<file path="src/rtl/mem_ctrl_pkg.sv">
// Shared encodings and helpers for the mem_ctrl IF/MEM responder.
package mem_ctrl_pkg;

   typedef enum logic [1:0] {
      IDLE   = 2'd0,
      IF_RD  = 2'd1,
      MEM_RD = 2'd2,
      MEM_WR = 2'd3
   } state_t;

   localparam logic [1:0]  SIZE_B     = 2'd0;
   localparam logic [1:0]  SIZE_H     = 2'd1;
   localparam logic [1:0]  SIZE_W     = 2'd2;
   localparam logic [1:0]  IO_ADDR_HI = 2'b11;
   localparam logic [31:0] ZERO_WORD  = 32'h0000_0000;
   localparam logic [2:0]  WORD_LEN   = 3'd4;

   // Byte count of a MEM access; the unused size code 3 behaves as a word.
   function automatic logic [2:0] xfer_len(input logic [1:0] size);
      case (size)
         SIZE_B:  return 3'd1;
         SIZE_H:  return 3'd2;
         SIZE_W:  return WORD_LEN;
         default: return WORD_LEN;
      endcase
   endfunction

endpackage

</file>
<file path="src/rtl/mem_byte_assembler.sv">
// Byte lane steering: merges a read byte into the word accumulator and
// selects the write byte for the current byte index.
module mem_byte_assembler #(
   parameter int DATA_W = 32
) (
   input  logic [1:0]        idx,
   input  logic [7:0]        rd_byte,
   input  logic [DATA_W-1:0] acc,
   input  logic [DATA_W-1:0] wdata,
   output logic [DATA_W-1:0] acc_next,
   output logic [7:0]        wr_byte
);

   always_comb begin
      acc_next              = acc;
      acc_next[8*idx +: 8]  = rd_byte;
      wr_byte               = wdata[8*idx +: 8];
   end

endmodule

</file>
<file path="src/rtl/mem_ctrl.sv">
// IF/MEM responder serialising accesses onto a byte-wide synchronous RAM.
// Optional IO-full write stall enabled by defining MEM_CTRL_IO_FULL_EN.
module mem_ctrl
   import mem_ctrl_pkg::*;
#(
   parameter int ADDR_W = 32,
   parameter int DATA_W = 32
) (
   input  logic              clk_in,
   input  logic              rst_in,
   input  logic              if_req_in,
   input  logic [ADDR_W-1:0] if_addr_in,
   input  logic              branch_flag_in,
   output logic [DATA_W-1:0] inst_out,
   output logic              inst_done_out,
   input  logic              mem_req_in,
   input  logic              mem_we_in,
   input  logic [ADDR_W-1:0] mem_addr_in,
   input  logic [1:0]        mem_size_in,
   input  logic [DATA_W-1:0] mem_wdata_in,
   output logic [DATA_W-1:0] mem_rdata_out,
   output logic              mem_done_out,
   output logic [1:0]        busy_out,
   input  logic [7:0]        ram_din_in,
   output logic [7:0]        ram_dout_out,
   output logic [ADDR_W-1:0] ram_a_out,
   output logic              ram_wr_out,
   input  logic              io_full_in
);

   state_t            state, next_state;
   logic [2:0]        cnt, len;
   logic [ADDR_W-1:0] base;
   logic [DATA_W-1:0] wdata, acc, acc_next;
   logic [7:0]        wr_byte;
   logic [1:0]        idx;
   logic              take_mem, take_if;
   logic              rd_done, wr_done, abort, free, capture, stall;

   // Reads need two extra cycles: RAM latency plus the registered result.
   assign rd_done = (state == IF_RD || state == MEM_RD) && (cnt == len + 3'd1);
   assign wr_done = (state == MEM_WR) && (cnt == len);
   assign abort   = (state == IF_RD) && branch_flag_in;
   assign free    = (state == IDLE) || ((rd_done || wr_done) && !abort);
   assign capture = (state == IF_RD || state == MEM_RD) && (cnt != 3'd0) && (cnt <= len);
   assign idx     = (state == MEM_WR) ? cnt[1:0] : (cnt[1:0] - 2'd1);

`ifdef MEM_CTRL_IO_FULL_EN
   assign stall = (state == MEM_WR) && (base[17:16] == IO_ADDR_HI) && io_full_in && (cnt < len);
`else
   logic unused_io_full;
   assign unused_io_full = io_full_in;
   assign stall          = 1'b0;
`endif

   mem_byte_assembler #(.DATA_W(DATA_W)) u_asm (
      .idx      (idx),
      .rd_byte  (ram_din_in),
      .acc      (acc),
      .wdata    (wdata),
      .acc_next (acc_next),
      .wr_byte  (wr_byte)
   );

   always_ff @(posedge clk_in or negedge rst_in) begin
      if (!rst_in) begin
         state <= IDLE;
      end else begin
         state <= next_state;
      end
   end

   always_ff @(posedge clk_in or negedge rst_in) begin
      if (!rst_in) begin
         cnt   <= '0;
         len   <= '0;
         base  <= '0;
         wdata <= '0;
         acc   <= '0;
      end else if (take_mem || take_if) begin
         cnt   <= '0;
         len   <= take_mem ? xfer_len(mem_size_in) : WORD_LEN;
         base  <= take_mem ? mem_addr_in : if_addr_in;
         wdata <= mem_wdata_in;
         acc   <= '0;
      end else begin
         if (capture) begin
            acc <= acc_next;
         end
         if (next_state == IDLE) begin
            cnt <= '0;
         end else if (!stall) begin
            cnt <= cnt + 3'd1;
         end
      end
   end

   always_comb begin
      next_state    = state;
      take_mem      = 1'b0;
      take_if       = 1'b0;
      inst_out      = '0;
      inst_done_out = 1'b0;
      mem_rdata_out = '0;
      mem_done_out  = 1'b0;
      busy_out      = 2'b00;
      ram_a_out     = '0;
      ram_wr_out    = 1'b0;
      ram_dout_out  = 8'h00;

      if (state == IF_RD && rd_done && !branch_flag_in) begin
         inst_done_out = 1'b1;
         inst_out      = acc;
      end
      if (state == MEM_RD && rd_done) begin
         mem_done_out  = 1'b1;
         mem_rdata_out = acc;
      end
      if (wr_done) begin
         mem_done_out = 1'b1;
      end
      busy_out[1] = (state == IF_RD) && !inst_done_out;
      busy_out[0] = (state == MEM_RD || state == MEM_WR) && !mem_done_out;

      if (state != IDLE && cnt < len) begin
         ram_a_out = base + ADDR_W'(cnt);
         if (state == MEM_WR) begin
            ram_wr_out   = !stall;
            ram_dout_out = wr_byte;
         end
      end

      // The done cycle doubles as an idle cycle so back-to-back requests see no bubble.
      if (free) begin
         if (mem_req_in) begin
            take_mem   = 1'b1;
            next_state = mem_we_in ? MEM_WR : MEM_RD;
         end else if (if_req_in && !branch_flag_in) begin
            take_if    = 1'b1;
            next_state = IF_RD;
         end else begin
            next_state = IDLE;
         end
      end else if (abort) begin
         next_state = IDLE;
      end
   end

endmodule

</file>
<file path="config.mk">
export PLATFORM = sky130hd
export DESIGN_NAME = mem_ctrl
export DESIGN_NICKNAME = d
export VERILOG_FILES = /design/src/rtl/mem_ctrl_pkg.sv /design/src/rtl/mem_byte_assembler.sv /design/src/rtl/mem_ctrl.sv
export SDC_FILE = /design/constraint.sdc
export NUM_CORES = 1
export LEC_CHECK = 0
export CAP_MARGIN = 40
export CORE_ASPECT_RATIO = 0.9
export CORE_MARGIN = 5
export CORE_UTILIZATION = 45
export CTS_BUF_LIST = sky130_fd_sc_hd__clkbuf_16
export DETAILED_ROUTE_END_ITERATION = 8
export GPL_ROUTABILITY_DRIVEN = 0
export HOLD_SLACK_MARGIN = 0.06
export PLACE_DENSITY = 0.79
export SLEW_MARGIN = 5
export SYNTH_ARGS = -nofsm -noshare
export SYNTH_HDL_FRONTEND = slang
export SYNTH_HIERARCHICAL = 1
export SYNTH_SLANG_ARGS = --single-unit
</file>
<file path="constraint.sdc">
create_clock -name clk_in -period 5.6 [get_ports clk_in]
set_input_delay 1.12 -clock clk_in [delete_from_list [all_inputs] [get_ports clk_in]]
set_output_delay 1.12 -clock clk_in [all_outputs]
set_load 0.01 [all_outputs]
</file>
# Word-level counts from Yosys, hierarchy flattened
# Cells that the tools add are included.
# totals
elab_cells,79
inputBits,113
register_bits,104
output_inout_bits,109
# classes
n_mux,29
n_lt_le_gt_ge,2
shifts,3
n_reduce_logical,28
eq_ne,6
add_sub_neg,5
# op_table
cell,count
$mux 32,6
$neg 5->34,1
$shift 8x34->32 const A,1
$shiftx 8x34->32,1
$add 32x3->32,1
$bwmux 32,1
$shiftx 32x6->8,1
$mux 8,2
$logic_and 1x1->1,13
$mux 1,12
$mux 3,3
$mux 2,4
$add 3x1->3 const B,2
$eq 3x3->1,2
$logic_not 2->1,3
$pmux 3 s2,1
$logic_or 1x1->1,5
$eq 2x1->1 const B,2
$eq 2x2->1 const B,2
$logic_not 1->1,4
$reduce_bool 2->1,2
$le 3x3->1,1
$lt 3x3->1,1
$reduce_bool 3->1,1
$sub 2x1->2 const B,1

# Depth between registers and ports, before layout
# Gate-level depths: netlist of the first run.
# logic_depth
ltp_word,10
depth_mapped,13
depth_no_buf,9

# Hierarchy
# Netlist of the first run, hierarchy kept.
# modules_own_cells
module,instances,area_each_um2,cells_per_inst,seq_area_each_um2
mem_ctrl,1,5941.9,708,2602.5
mem_byte_assembler,1,835.8,97,0.0

# Least setup slack after synthesis of the first run
# No wires, ideal clock.
# synth_timing
path_type,register to output
start,reg state[0]
end,out ram_dout_out[0]
stages_incl_launch_ff,7
path_slack_ns,2.418
arrival_ns,2.062
path_cell_list,dfrtp_1 > ha_1 > clkbuf_1 > xnor2_1 > buf_6 > mux4_2 > and3_1
# synth_between
elab_chain_cells,5
word_cells_on_any_way,7
classes_between,eq/ne: 1; shift: 1; mux: 3; reduce/logical: 2
# synth_rtl
item,line,rtl
"start, declared",mem_ctrl.sv:31,"state_t state, next_state;"
"start signal, assigned",mem_ctrl.sv:69,state <= next_state;
$eq 2x2->1,mem_ctrl.sv:46,assign idx = (state == MEM_WR) ? cnt[1:0] : (cnt[1:0] - 2'd1);
$mux 2,mem_ctrl.sv:46,
net idx[0],mem_ctrl.sv:36,logic [1:0] idx;
$shiftx 32x6->8,mem_byte_assembler.sv:17,wr_byte = wdata[8*idx +: 8];
net wr_byte[0],mem_ctrl.sv:35,logic [7:0] wr_byte;
$mux 8,mem_ctrl.sv:127,if (state == MEM_WR) begin
$mux 8,mem_ctrl.sv:125,if (state != IDLE && cnt < len) begin
"end, declared",mem_ctrl.sv:25,"output logic [7:0] ram_dout_out,"
# The timed path passes the listed nets, and every way through them passes these cells.

# Worst setup path after layout of the first run
# layout_timing
start,reg cnt[0]
end,out inst_out[19]
# layout_between
elab_chain_cells,5
# layout_rtl
item,line,rtl
"start, declared",mem_ctrl.sv:32,"logic [2:0] cnt, len;"
"start signal, assigned",mem_ctrl.sv:93,cnt <= cnt + 3'd1;
$eq 3x3->1,mem_ctrl.sv:41,assign rd_done = (state == IF_RD || state == MEM_RD) && (cnt == len + 3'd1);
$logic_and 1x1->1,mem_ctrl.sv:41,
$logic_and 1x1->1 (2 in a row),mem_ctrl.sv:111,if (state == IF_RD && rd_done && !branch_flag_in) begin
$mux 32,mem_ctrl.sv:111,
"end, declared",mem_ctrl.sv:14,"output logic [DATA_W-1:0] inst_out,"
# Every way passes these cells.

==> impl_metrics.toml, run 1 <==
[floorplan]
die_area_um2 = 17600
num_io_pins = 222
rows = 42
fp.coreArea_um2 = 14800
die_x_um = 139
fp.dieH_um = 126
start_util = 0.459

[clock_tree]
clk_pin_slew_ns = 0.07
cts_hold_buf = 0
cts_buffer_depth = 2
cts_tree = "built"
root_buffer = "clkbuf_16"
cts.sinks = 104
cts-htree-levels = 3
cts_made_buffers = 9
cts.repair.resized = 0
postCtsSetupBuffers = 0
clk_latency_ns = 0.35

[synthesis]
synth-edff-count = 0
mappedNetlistArea_um2 = 6780
synthDistinctLibCells = 50
ys.flop_type = "dfrtp_1"
synth_warnings = 6
syn_avg_cell_area_um2 = 8.42
synth-async-reset-ratio = 1.00
synth_cells = 805
syn_nets = 937
synth-seq-cells = 104
ys_seq_area_frac = 0.384

[placement]
port_buffers = 220
dp_hpwl_mm = 14.8

[worst_setup_path]
start_kind = "flip-flop"
crit_type = "reg2out"
crit_path_max_fanout = 35
r2r_setup_slack_ns = 2.65
cp.required_ns = 4.48
arrival_ns = 3.61
end_kind = "output port"

[global_route]
grt_usage = 0.226
grt_pass1_wl_mm = 32.9
antenna_found_initial = 0
grt_max_degree = 65
grt_overflow = 0
grt_pass1_vias = 6335

[timing]
rsz0062_at_grt = "no"
layout_min_cycle_time_ns = 4.73
setup_violations = 0
tightest_slew_ns = 0.893
finalSetupTns_ns = 0
max_freq_mhz = 211
slew_headroom = 0.405
holdWs_ns = 0.464
hold_viol_final = 0
post-route-period-util = 0.845
slew_viol_final = 0
skew_ns = 0.00599

[status]
status = "completed"

[cells_and_area]
drive_above_1_share = 0.0612
final_common_cell = "clkdlybuf4s50_1"
fillers = 1284
fin_nets = 1125
num_antenna_cells = 0
mostFrequentLayoutCells = "clkdlybuf4s50_1, nand2_1, dfrtp_1"
area_growth_pct = 39.6

[drt]
vias_per_cell = 5.45
postRouteAntennaNets = 0
num_vias = 6518
wl_mm = 20.2
wl_per_cell_um = 16.9
dr.first_iter.drc_count = 465
dr.pass1.iters = 5
drcViolationCount = 0

[flow_run]
maxCapViolCount = 0

[worst_hold_path]
hold_class = "reg2reg"

[power_and_ir_drop]
power.leakage_nw = 4.03
power_density_nw_per_um2 = 468
ir_drop_uv = 223
==> cell usage after synthesis, types with 2 or more instances <==
cell type / number / share of area
mux4_2: 8 / 0.027
clkbuf_1: 39 / 0.022
nand4_1: 16 / 0.015
nor2_1: 37 / 0.020
ha_1: 18 / 0.033
a21o_1: 2 / 0.0022
nor4_4: 2 / 0.0063
o32ai_2: 8 / 0.019
a32o_1: 6 / 0.0089
buf_2: 7 / 0.0052
o221ai_1: 3 / 0.0039
and2_1: 38 / 0.035
nor2b_1: 5 / 0.0046
o21ai_1: 22 / 0.016
or3_1: 4 / 0.0037
o21a_1: 3 / 0.0033
xnor2_1: 10 / 0.013
o32ai_1: 3 / 0.0039
xor2_1: 20 / 0.026
nand3_1: 44 / 0.032
o22ai_1: 35 / 0.032
nand2_1: 151 / 0.084
and3_1: 43 / 0.040
a22o_1: 12 / 0.016
a22oi_1: 2 / 0.0022
a21oi_1: 38 / 0.028
inv_1: 37 / 0.020
o21ai_0: 52 / 0.038
dfrtp_1: 104 / 0.38
buf_6: 7 / 0.012
and4_1: 2 / 0.0026
buf_4: 9 / 0.010
==> flip-flops by register name, indices dropped and copies added, names as in the netlist <==
signal,flops
cnt,3
acc,32
wdata,32
state,2
len,3
base,32
==> through the flow <==
stage,setup slack (ns),power [mW],instances,instance area (µm²),util
6_report,0.866,4.43,1195,9460,0.641
5_1_grt,0.573,4.77,1195,9460,0.641
4_1_cts,0.850,4.42,1194,9440,0.640
3_5_place_dp,1.21,3.78,1179,9160,0.620
3_3_place_gp,1.27,3.58,1172,9010,0.610
2_1_floorplan,2.42,2.87,805,6780,-
==> metal layers <==
layer | vias up | global-route usage | share of wire
li1 | 3175 | - | -
met1 | 3086 | 0.305 | 0.44
met2 | 219 | 0.366 | 0.48
met3 | 38 | 0.0482 | 0.060
met4 | 0 | 0.0685 | 0.023
met5 | - | 0 | 0
==> final timing paths <==
kind / cells past startpoint / from / to
max in group asynchronous: 2 / rst_in / wdata[6]
max reg2reg: 11 / state[1] / acc[26]
min: 2 / wdata[3] / wdata[3]
min in group asynchronous: 1 / rst_in / base[20]
min reg2reg: 2 / wdata[3] / wdata[3]
max: 8 / cnt[0] / inst_out[19]
==> cell families (layout without fill, tap and decap cells) <==
logic type	Yosys count	count (layout)	share of synthesized area
XOR/XNOR	31	31	0.0421
buffers and inverters	100	292	0.0696
flip-flops	104	104	0.384
adder cells (fa/ha/maj)	19	19	0.0362
multiplexers	8	8	0.0266
AO/OA/AOI/OAI	190	190	0.182
AND/OR/NAND/NOR	353	353	0.260
==> critical path, cell delays in order (launching register included) <==
cell and delay [ns]:
dfrtp_1 0.49, inv_1 0.12, ha_1 0.34, nor2b_1 0.22, and3_1 0.19, buf_4 0.29, and3b_1 0.80, and2_1 0.24
clkdlybuf4s50_1 0.55
==> power by group <==
group	switching [mW]	internal, mW	leakage, nW
Combinational	1.45	1.08	2.56
Sequential	0.242	1.03	1.34
Clock	0.287	0.342	0.133
==> final cells by class <==
cell class	instances	area, µm²	share of cell area
multi-input combinational	601	3710	0.393
sequential	104	2600	0.275
timing repair buffer	240	2470	0.261
tap	198	248	0.0262
clock buffer	9	225	0.0238
inverter	37	139	0.0147
clock inverter	6	61.3	0.00648
Note: power is estimated with default switching activity, not from simulation.
==> run 2, diff against run 1 <==
--- a/config.mk
+++ b/config.mk
@@ -8,7 +8,7 @@
 export CAP_MARGIN = 40
 export CORE_ASPECT_RATIO = 0.9
 export CORE_MARGIN = 5
-export CORE_UTILIZATION = 45
+export CORE_UTILIZATION = 43
 export CTS_BUF_LIST = sky130_fd_sc_hd__clkbuf_16
 export DETAILED_ROUTE_END_ITERATION = 8
 export GPL_ROUTABILITY_DRIVEN = 0
==> constraint.sdc (replaced) <==
create_clock -name clk_in -period 4.2 [get_ports clk_in]
set_input_delay 0.84 -clock clk_in [delete_from_list [all_inputs] [get_ports clk_in]]
set_output_delay 0.84 -clock clk_in [all_outputs]
set_load 0.01 [all_outputs]
==> impl_metrics.toml, run 2 (synthesized netlist as in run 1, its figures left out) <==
[power_and_ir_drop]
ir_drop_uv = 349
power_density_nw_per_um2 = 616
power.leakage_nw = 4.02

[cells_and_area]
drive_above_1_share = 0.0621
fillers = 1375
top_regs = "acc x32, base x32, wdata x32"
area_growth_pct = 38.8
mostFrequentLayoutCells = "clkdlybuf4s50_1, nand2_1, dfrtp_1"
num_antenna_cells = 0
fin_nets = 1126
final_common_cell = "clkdlybuf4s50_1"
final_area_um2 = 9410

[clock_tree]
clk_latency_ns = 0.36
cts_tree = "built"
cts_buffer_depth = 2
cts-htree-levels = 3
cts_made_buffers = 9
clk_pin_slew_ns = 0.07
cts_hold_buf = 0
cts.repair.resized = 0
root_buffer = "clkbuf_16"
postCtsSetupBuffers = 0
cts.sinks = 104

[drt]
dr.first_iter.drc_count = 487
drcViolationCount = 0
dr.pass1.iters = 7
postRouteAntennaNets = 0
vias_per_cell = 5.45
wl_mm = 20.3
wl_per_cell_um = 16.9
num_vias = 6535

[timing]
holdWs_ns = 0.468
post-route-period-util = 0.938
slew_headroom = 0.477
finalSetupTns_ns = 0
layout_min_cycle_time_ns = 3.94
setup_violations = 0
skew_ns = 0.00905
max_freq_mhz = 254
rsz0062_at_grt = "no"
tightest_slew_ns = 0.783
slew_viol_final = 0
hold_viol_final = 0

[floorplan]
num_io_pins = 222
rows = 43
die_area_um2 = 18400
start_util = 0.439
fp.coreArea_um2 = 15400
die_x_um = 142
fp.dieH_um = 129

[status]
status = "completed"

[flow_run]
maxCapViolCount = 0

[worst_setup_path]
cp.required_ns = 3.36
start_kind = "flip-flop"
crit_type = "reg2out"
crit_path_max_fanout = 9
r2r_setup_slack_ns = 1.23
end_kind = "output port"
arrival_ns = 3.10

[global_route]
grt_pass1_vias = 6345
grt_pass1_wl_mm = 32.8
antenna_found_initial = 0
grt_overflow = 0
grt_max_degree = 60
grt_usage = 0.222

[worst_hold_path]
hold_class = "reg2reg"

[placement]
dpl_cell_area_um2 = 9120
dp_hpwl_mm = 15.1
port_buffers = 220
run 2: stage by stage:
step	total power, mW	utilization	cells	worst slack, ns
4_1_cts	5.82	0.609	1200	0.142
3_5_place_dp	4.97	0.591	1185	0.563
5_1_grt	6.25	0.609	1200	0.0975
3_3_place_gp	4.82	0.586	1181	0.623
6_report	5.80	0.609	1200	0.258
2_1_floorplan	3.83	-	805	1.30
run 2: power breakdown:
group	switching, mW	internal, mW
Clock	0.379	0.457
Combinational	1.89	1.38
Sequential	0.323	1.37
Total	2.59	3.20
run 2: cell type report:
class,count,area [µm²],area share
multi-input combinational,601,3710,0.395
sequential,104,2600,0.277
timing repair buffer,241,2410,0.256
tap,202,253,0.0269
clock buffer,9,225,0.0239
inverter,37,139,0.0148
clock inverter,6,61.3,0.00652
run 2: layer usage:
| layer | up-vias | wire length, µm | track usage |
|---|---|---|---|
| met3 | 26 | 1610 | 0.0627 |
| met1 | 3094 | 8800 | 0.299 |
| met5 | - | 0 | 0 |
| li1 | 3179 | - | - |
| met4 | 0 | 323 | 0.0497 |
| met2 | 236 | 9590 | 0.358 |
run 2: path summary, 6_finish.rpt:
kind,endpoint,from,depth (start not counted)
max,ram_dout_out[7],cnt[1],7
min,wdata[29],wdata[29],2
min reg2reg,wdata[29],wdata[29],2
min in group asynchronous,base[15],rst_in,1
max in group asynchronous,acc[20],rst_in,2
max reg2reg,acc[17],state[1],10
run 2: critical path: stages (launching register included):
cell and delay, ns:
dfrtp_1 0.51, ha_1 0.38, nor2b_1 0.14, o21a_1 0.21, nor3_1 0.47, buf_4 0.27, and3_1 0.21, clkdlybuf4s50_1 0.55
